==> config.mk <==
export PLATFORM = sky130hd
export DESIGN_NAME = opl_timer_bank
export DESIGN_NICKNAME = d
export VERILOG_FILES = /design/src/rtl/opl_timer_pkg.sv /design/src/rtl/opl_timer_channel.sv /design/src/rtl/opl_timer_bank.sv
export SDC_FILE = /design/constraint.sdc
export NUM_CORES = 1
export LEC_CHECK = 0
export ABC_AREA = 1
export ABC_CLOCK_PERIOD_IN_PS = 2100
export CAP_MARGIN = 20
export CORE_MARGIN = 2
export CORE_UTILIZATION = 35
export DETAILED_ROUTE_END_ITERATION = 8
export SYNTH_ARGS = -nofsm -noshare
export SYNTH_HDL_FRONTEND = slang
export SYNTH_HIERARCHICAL = 1
export SYNTH_SLANG_ARGS = --single-unit
==> constraint.sdc <==
create_clock -name clk -period 2.1 [get_ports clk]
set_clock_uncertainty 0.15 [all_clocks]
set_input_delay 0.315 -clock clk [delete_from_list [all_inputs] [get_ports clk]]
set_output_delay 0.315 -clock clk [all_outputs]
set_load 0.005 [all_outputs]
==> src/rtl/opl_timer_pkg.sv <==
// Shared defaults and tick-period helper for the OPL timer bank.
package opl_timer_pkg;

  localparam int unsigned DEFAULT_NUM_TIMERS      = 2;
  localparam int unsigned DEFAULT_TIMER_WIDTH     = 8;
  localparam int unsigned DEFAULT_BASE_TICK_COUNT = 4000;
  localparam int unsigned DEFAULT_TICK_SHIFT      = 2;

  // Channel k runs 2^(k*shift) times slower than channel 0.
  function automatic int unsigned tick_period(input int unsigned base,
                                              input int unsigned shift,
                                              input int unsigned k);
    return base << (k * shift);
  endfunction

endpackage

==> src/rtl/opl_timer_channel.sv <==
// One OPL-style up-counting timer: start-edge load, tick prescaler, counter and
// registered overflow pulse. The wrap output flags an overflow on the coming edge.
module opl_timer_channel #(
  parameter int unsigned TIMER_WIDTH = 8,
  parameter int unsigned TICK_COUNT  = 4000
) (
  input  logic                   clk,
  input  logic                   reset_n,
  input  logic [TIMER_WIDTH-1:0] init,
  input  logic                   start,
  output logic                   overflow_pulse,
  output logic                   wrap
);

  localparam int unsigned          PRE_W    = $clog2(TICK_COUNT);
  localparam logic [PRE_W-1:0]     PRE_LAST = PRE_W'(TICK_COUNT - 1);
  localparam logic [TIMER_WIDTH-1:0] CNT_MAX = '1;

  logic                   start_p1;
  logic [PRE_W-1:0]       prescaler;
  logic [TIMER_WIDTH-1:0] counter;
  logic                   load;
  logic                   run;
  logic                   tick;

  assign load = start & ~start_p1;
  assign run  = start & start_p1;
  assign tick = run && (prescaler == PRE_LAST);
  assign wrap = tick && (counter == CNT_MAX);

  always_ff @(posedge clk or negedge reset_n) begin
    if (!reset_n) begin
      start_p1       <= 1'b0;
      prescaler      <= '0;
      counter        <= '0;
      overflow_pulse <= 1'b0;
    end else begin
      start_p1       <= start;
      overflow_pulse <= wrap;
      if (load) begin
        counter   <= init;
        prescaler <= '0;
      end else if (run) begin
        if (tick) begin
          prescaler <= '0;
          // init is sampled only here and at load, so mid-run edits wait for the wrap
          counter   <= (counter == CNT_MAX) ? init : counter + TIMER_WIDTH'(1);
        end else begin
          prescaler <= prescaler + PRE_W'(1);
        end
      end
    end
  end

endmodule

==> src/rtl/opl_timer_bank.sv <==
// Bank of independent OPL timers with per-channel mask, sticky flags and a
// combined IRQ that rises in the same cycle as the flag.
module opl_timer_bank
  import opl_timer_pkg::*;
#(
  parameter int unsigned NUM_TIMERS      = DEFAULT_NUM_TIMERS,
  parameter int unsigned TIMER_WIDTH     = DEFAULT_TIMER_WIDTH,
  parameter int unsigned BASE_TICK_COUNT = DEFAULT_BASE_TICK_COUNT,
  parameter int unsigned TICK_SHIFT      = DEFAULT_TICK_SHIFT
) (
  input  logic                              clk,
  input  logic                              reset_n,
  input  logic [NUM_TIMERS*TIMER_WIDTH-1:0] init,
  input  logic [NUM_TIMERS-1:0]             start,
  input  logic [NUM_TIMERS-1:0]             mask,
  input  logic                              flag_clear,
  output logic [NUM_TIMERS-1:0]             overflow_pulse,
  output logic [NUM_TIMERS-1:0]             flags,
  output logic                              irq
);

  logic [NUM_TIMERS-1:0] wrap;
  logic [NUM_TIMERS-1:0] flags_nxt;

  for (genvar k = 0; k < NUM_TIMERS; k++) begin : g_ch
    localparam int unsigned PERIOD = tick_period(BASE_TICK_COUNT, TICK_SHIFT, k);

    opl_timer_channel #(
      .TIMER_WIDTH (TIMER_WIDTH),
      .TICK_COUNT  (PERIOD)
    ) u_ch (
      .clk            (clk),
      .reset_n        (reset_n),
      .init           (init[k*TIMER_WIDTH +: TIMER_WIDTH]),
      .start          (start[k]),
      .overflow_pulse (overflow_pulse[k]),
      .wrap           (wrap[k])
    );
  end

  // A new overflow outranks flag_clear so no event is lost; mask outranks both.
  always_comb begin
    flags_nxt = flags;
    for (int k = 0; k < NUM_TIMERS; k++) begin
      if (mask[k])         flags_nxt[k] = 1'b0;
      else if (wrap[k])    flags_nxt[k] = 1'b1;
      else if (flag_clear) flags_nxt[k] = 1'b0;
    end
  end

  always_ff @(posedge clk or negedge reset_n) begin
    if (!reset_n) begin
      flags <= '0;
      irq   <= 1'b0;
    end else begin
      flags <= flags_nxt;
      irq   <= |flags_nxt;
    end
  end

endmodule

# [Yosys cells after proc, flatten, opt, wreduce, memory -nomap -nowiden]
# Index checks and enable logic that the tools add are counted.
[word_totals] reg_bits=49 in_bits=23 out_inout_bits=5 elab_cells=55
[classes] n_addsub=4 n_eq_ne=4 muxes=20 bitwise_logic=6 n_reduce_logical=11
[ops] operator="8-bit two-way mux" n=8
[ops] operator="14-bit two-way mux" n=3
[ops] operator="12-bit two-way mux" n=3
[ops] operator="8-bit by 1-bit adder with 8-bit output, second input constant" n=2
[ops] operator="8-bit equality test, second input constant" n=2
[ops] operator="14-bit by 1-bit adder with 14-bit output, second input constant" n=1
[ops] operator="14-bit equality test, second input constant" n=1
[ops] operator="12-bit by 1-bit adder with 12-bit output, second input constant" n=1
[ops] operator="12-bit equality test, second input constant" n=1
[ops] operator="2-bit nonzero test" n=4
[ops] operator="1-bit two-way mux" n=6
[ops] operator="1-bit bitwise AND" n=4
[ops] operator="1-bit logical AND" n=4
[ops] operator="2-bit AND reduction" n=2
[ops] operator="1-bit NOT" n=2
[ops] operator="2-bit OR reduction" n=1

# [Longest topological paths before layout]
# Gate-level depths: netlist of run 1.
[logic_depth] ltp_word=6 depth_mapped=11 ltp_nobuf=11

# [By module]
# The synthesis of run 1 kept the hierarchy.
[by_module_without_submodules] module="opl_timer_channel (g_ch[1].u_ch)" instances=1 cells_per_inst=210 area_each_um2=1515.2 seq_area_each_um2=600.6
[by_module_without_submodules] module="opl_timer_channel (g_ch[0].u_ch)" instances=1 cells_per_inst=189 area_each_um2=1330.0 seq_area_each_um2=550.5
[by_module_without_submodules] module="opl_timer_bank" instances=1 cells_per_inst=17 area_each_um2=127.6 seq_area_each_um2=75.1

# [Least setup slack after synthesis of run 1]
# Ideal clock, no wire load.
[synth_timing] kind="register to register" startpoint="register g_ch[1].u_ch.prescaler[0]" endpoint="register g_ch[1].u_ch.counter[6]" setup_ps=117 arrival_time_ps=1302 required_ps=1833 path_slack_ps=531 path_stages_with_launch=11 n_path_buf=1 period_less_slack_ps=1569 cell_sequence="dfrtp_1 ha_1 nand2_2 nor2_4 nand2_4 clkinv_2 nand3_4 nand2_8 buf_12 nand2_1 nand2_1"
[synth_between] elab_chain_len=4
[synth_rtl] element="start: declaration" line="opl_timer_channel.sv:20" source="logic [PRE_W-1:0] prescaler;"
[synth_rtl] element="start signal: assignment" line="opl_timer_channel.sv:49" source="prescaler <= prescaler + PRE_W'(1);"
[synth_rtl] element="14-bit equality test" line="opl_timer_channel.sv:28" source="assign tick = run && (prescaler == PRE_LAST);"
[synth_rtl] element="1-bit logical AND" line="opl_timer_channel.sv:28"
[synth_rtl] element="2-bit nonzero test (no source line)"
[synth_rtl] element="2-bit AND reduction (no source line)"
[synth_rtl] element="end signal: assignment" line="opl_timer_channel.sv:41" source="counter <= init;"
[synth_rtl] element="end signal: assignment" line="opl_timer_channel.sv:47" source="counter <= (counter == CNT_MAX) ? init : counter + TIMER_WIDTH'(1);"
[synth_rtl] element="end: declaration" line="opl_timer_channel.sv:21" source="logic [TIMER_WIDTH-1:0] counter;"
# No other way between the ends.
# A chain may end at the register's enable or synchronous reset.

# [Final worst setup path of run 1]
[layout_timing] startpoint="register g_ch[1].u_ch.counter[0]" endpoint="register irq"
[layout_between] elab_chain_len=5
[layout_rtl] element="8-bit equality test" line="opl_timer_channel.sv:29" source="assign wrap = tick && (counter == CNT_MAX);"
[layout_rtl] element="1-bit logical AND" line="opl_timer_channel.sv:29"
[layout_rtl] element="named net wrap[1]" line="opl_timer_bank.sv:22" source="logic [NUM_TIMERS-1:0] wrap;"
[layout_rtl] element="1-bit two-way mux" line="opl_timer_bank.sv:46" source="else if (wrap[k]) flags_nxt[k] = 1'b1;"
[layout_rtl] element="1-bit two-way mux" line="opl_timer_bank.sv:45" source="if (mask[k]) flags_nxt[k] = 1'b0;"
[layout_rtl] element="2-bit OR reduction" line="opl_timer_bank.sv:57" source="irq <= |flags_nxt;"
[layout_rtl] element="end signal: assignment" line="opl_timer_bank.sv:57"
[layout_rtl] element="end: declaration" line="opl_timer_bank.sv:19" source="output logic irq"
# The timed path passes the listed nets, and every way through them passes these cells.

==> results.json, run 1 <==
{
  "seq_area_frac_synth_pct": 41.2,
  "ant_nets": 0,
  "clkSinkCount": 49,
  "postSynthAreaPerCell_sq_um": 7.15,
  "initial_core_util_pct": 36.2,
  "drc_errors": 0,
  "area_delta_synth_final_pct": 18.5,
  "grt_pass1_vias": 2663,
  "drt_wl_total_microns": 6390,
  "peakVddDrop_mv": 0.282,
  "via_per_inst": 4.61,
  "fmax_mhz": 540,
  "final_cells": 561,
  "coreArea_sq_um": 8220,
  "synth.distinct_cells": 34,
  "r2r_start": "g_ch[1].u_ch/counter[0]",
  "finalCritPeriodShare_pct": 88.2,
  "io_pins": 28,
  "cp_max_fo": 5,
  "gp_congestion": 0.810,
  "cts_buffers": 5,
  "synth_edf_count": 0,
  "drv_slew": 0,
  "cp-end-kind": "register",
  "num-fill-cells": 851,
  "netlist_area_sq_um": 2970,
  "n_antenna_cell": 0,
  "status": "completed",
  "power_leakage_nw": 1.74,
  "rsz0062_at_grt": "no",
  "ys_ff_latch": 49,
  "die_w_microns": 96.2,
  "synth_top_area_share_pct": 41.2,
  "grt_overflow": 0,
  "fp.dieArea_sq_um": 9250,
  "groute.usage.overall_pct": 16.0,
  "cts.clk_slew.worst_paths_ns": 0.10,
  "drtIter0Drc": 90,
  "syn_nets": 443,
  "slew_headroom_pct": 69.9,
  "worstRegToRegCells": 9,
  "cp.arrival_ns": 1.95,
  "clock_path_buffers": 2,
  "path_class": "register to register",
  "hold_violations": 0,
  "die_y_microns": 96.2,
  "layout-drive-gt1-share_pct": 10.1,
  "setup_tns_ns": 0,
  "finalCriticalPeriod_ns": 1.85,
  "cp_data_required_time_ns": 2.20,
  "hp-class": "primary input to asynchronous set/reset pin",
  "grt_pass1_wl_microns": 11700,
  "cp-start-kind": "register",
  "synthCells": 416,
  "grt_max_degree": 21,
  "ys_warn_count": 6,
  "cts.htree.levels": 2,
  "synth.top_cells.by_count": "nand2_1, nor2_1, dfrtp_1, inv_1, nand3_1",
  "synth_area_leaders": "dfrtp_1, nand2_1, nor2_1",
  "cts_tree": "built",
  "timing.rr.end": "irq",
  "dr.pass1.iters": 5,
  "drv_cap": 0,
  "final-setup-viol-count": 0,
  "wire_per_inst_microns": 11.4,
  "fp-row-count": 33,
  "via_count": 2585,
  "synth_most_common_cell": "nand2_1",
  "antenna_found_initial": 0,
  "hpwl_microns": 4780,
  "worst_pin_slew_ns": 0.452,
  "dp_cells": 552,
  "synth_top_area_cell": "dfrtp_1",
  "cts-root-buf": "clkbuf_8",
  "synth-main-ff-cell": "dfrtp_1",
  "power_density_nw_per_um2": 664,
  "io_buffers": 27,
  "r2r_slack_ns": 0.25,
  "layout.nets": 482,
  "insertion_delay_ns": 0.31,
  "synth-async-reset-ratio_pct": 100
}
-- kinds of logic (layout without fill, tap and decap cells) --
kind of cell             after synthesis  in the layout  synth area share (%)
flip-flops                            49             49                  41.2
buffers and inverters                 50             90                  8.16
adder cells (fa/ha/maj)                4              4                  1.68
AO/OA/AOI/OAI                         19             19                  3.41
XOR/XNOR                              14             14                  4.12
AND/OR/NAND/NOR                      280            280                  41.4
-- metrics by stage --
stage	instance area (sq um)	setup slack, ns	hold WS (ns)	power (mW)	utilization (%)
after global routing	3520	0.0873	0.362	2.51	42.9
after detailed placement	3370	0.102	0.149	1.55	41.1
after floorplan	2970	0.531	-0.131	1.41	-
after global placement	3370	0.138	0.148	1.54	41.1
final	3520	0.248	0.333	2.34	42.9
after CTS	3520	0.260	0.351	2.38	42.9
-- power by group --
part | internal, mW | switching [mW]
logic | 0.181 | 0.206
clock network | 0.479 | 0.329
registers | 1.03 | 0.114
-- layer usage --
metal  share of wire, %  vias up  global-route usage [%]
met5                  0        -                       0
met4               0.75        0                    3.81
met3                3.8        5                    3.29
met2                 46       37                    26.4
met1                 49     1177                    21.5
li1                   -     1366                       -
-- placed cells by master (no fill, tap or decap), drive strengths merged --
cell             n
a21oi            3
and2             1
and3             1
buf             12
bufinv           2
clkbuf           5
clkdlybuf4s50   26
clkinv           1
dfrtp           49
dlygate4sd3      1
ha               4
inv             43
nand2          175
nand3           27
nand3b           3
nand4            4
nor2            54
nor3            14
o21ai           13
o21bai           2
o22ai            1
or2              1
xnor2            3
xor2            11
-- timing repair --
item	in CTS	in global routing
endpoints found under the hold margin	18	0
hold buffers	1	0
buffers inserted	0	0
gates resized for setup	0	0
setup endpoints to repair	0	0
-- layout make-up --
| cell class | instances | area [sq um] | area share, % |
|---|---|---|---|
| Clock buffer | 5 | 68.8 | 1.95 |
| Clock inverter | 3 | 68.8 | 1.95 |
| Inverter | 43 | 165 | 4.69 |
| Multi-Input combinational cell | 317 | 1500 | 42.7 |
| Sequential cell | 49 | 1230 | 34.8 |
| Tap cell | 105 | 131 | 3.73 |
| Timing Repair Buffer | 39 | 358 | 10.2 |
-- registers in the layout (all words and copies together) (netlist names) --
signal	count
g_ch.u_ch/counter	16
g_ch.u_ch/start_p1	2
irq	1
g_ch.u_ch/prescaler	26
flags	2
g_ch.u_ch/overflow_pulse	2
-- worst max-delay path, cell delays in order (launching register included) --
cell and delay [ns]:
dfrtp_1 0.43, ha_1 0.24, nand2_1 0.08, nor2_1 0.17, nand2_1 0.12, nor3_1 0.33
inv_2 0.04, nand2_1 0.06, nand2_1 0.09, nand2_1 0.08
-- how the worst max path moves through the flow --
stage | cells past startpoint | end | slack, ns | from
after CTS | 9 | irq | 0.26 | g_ch[1].u_ch/counter[0]
after global placement | 9 | irq | 0.14 | start[1]
after global routing | 9 | irq | 0.09 | g_ch[1].u_ch/counter[0]
after detailed placement | 9 | irq | 0.10 | start[1]
after floorplan | 10 | g_ch[1].u_ch/counter[6] | 0.53 | g_ch[1].u_ch/prescaler[0]
final | 9 | irq | 0.25 | g_ch[1].u_ch/counter[0]
Note: power is estimated with default switching activity, not from simulation.
==> inputs of run 2 (changes only) <==
CTS_BUF_LIST = sky130_fd_sc_hd__clkbuf_8   (was default)
CTS_CLUSTER_SIZE = 24   (was default)
==> results of run 2 <==
Same layout as run 1: the final DEF is identical, and so are final timing and power.
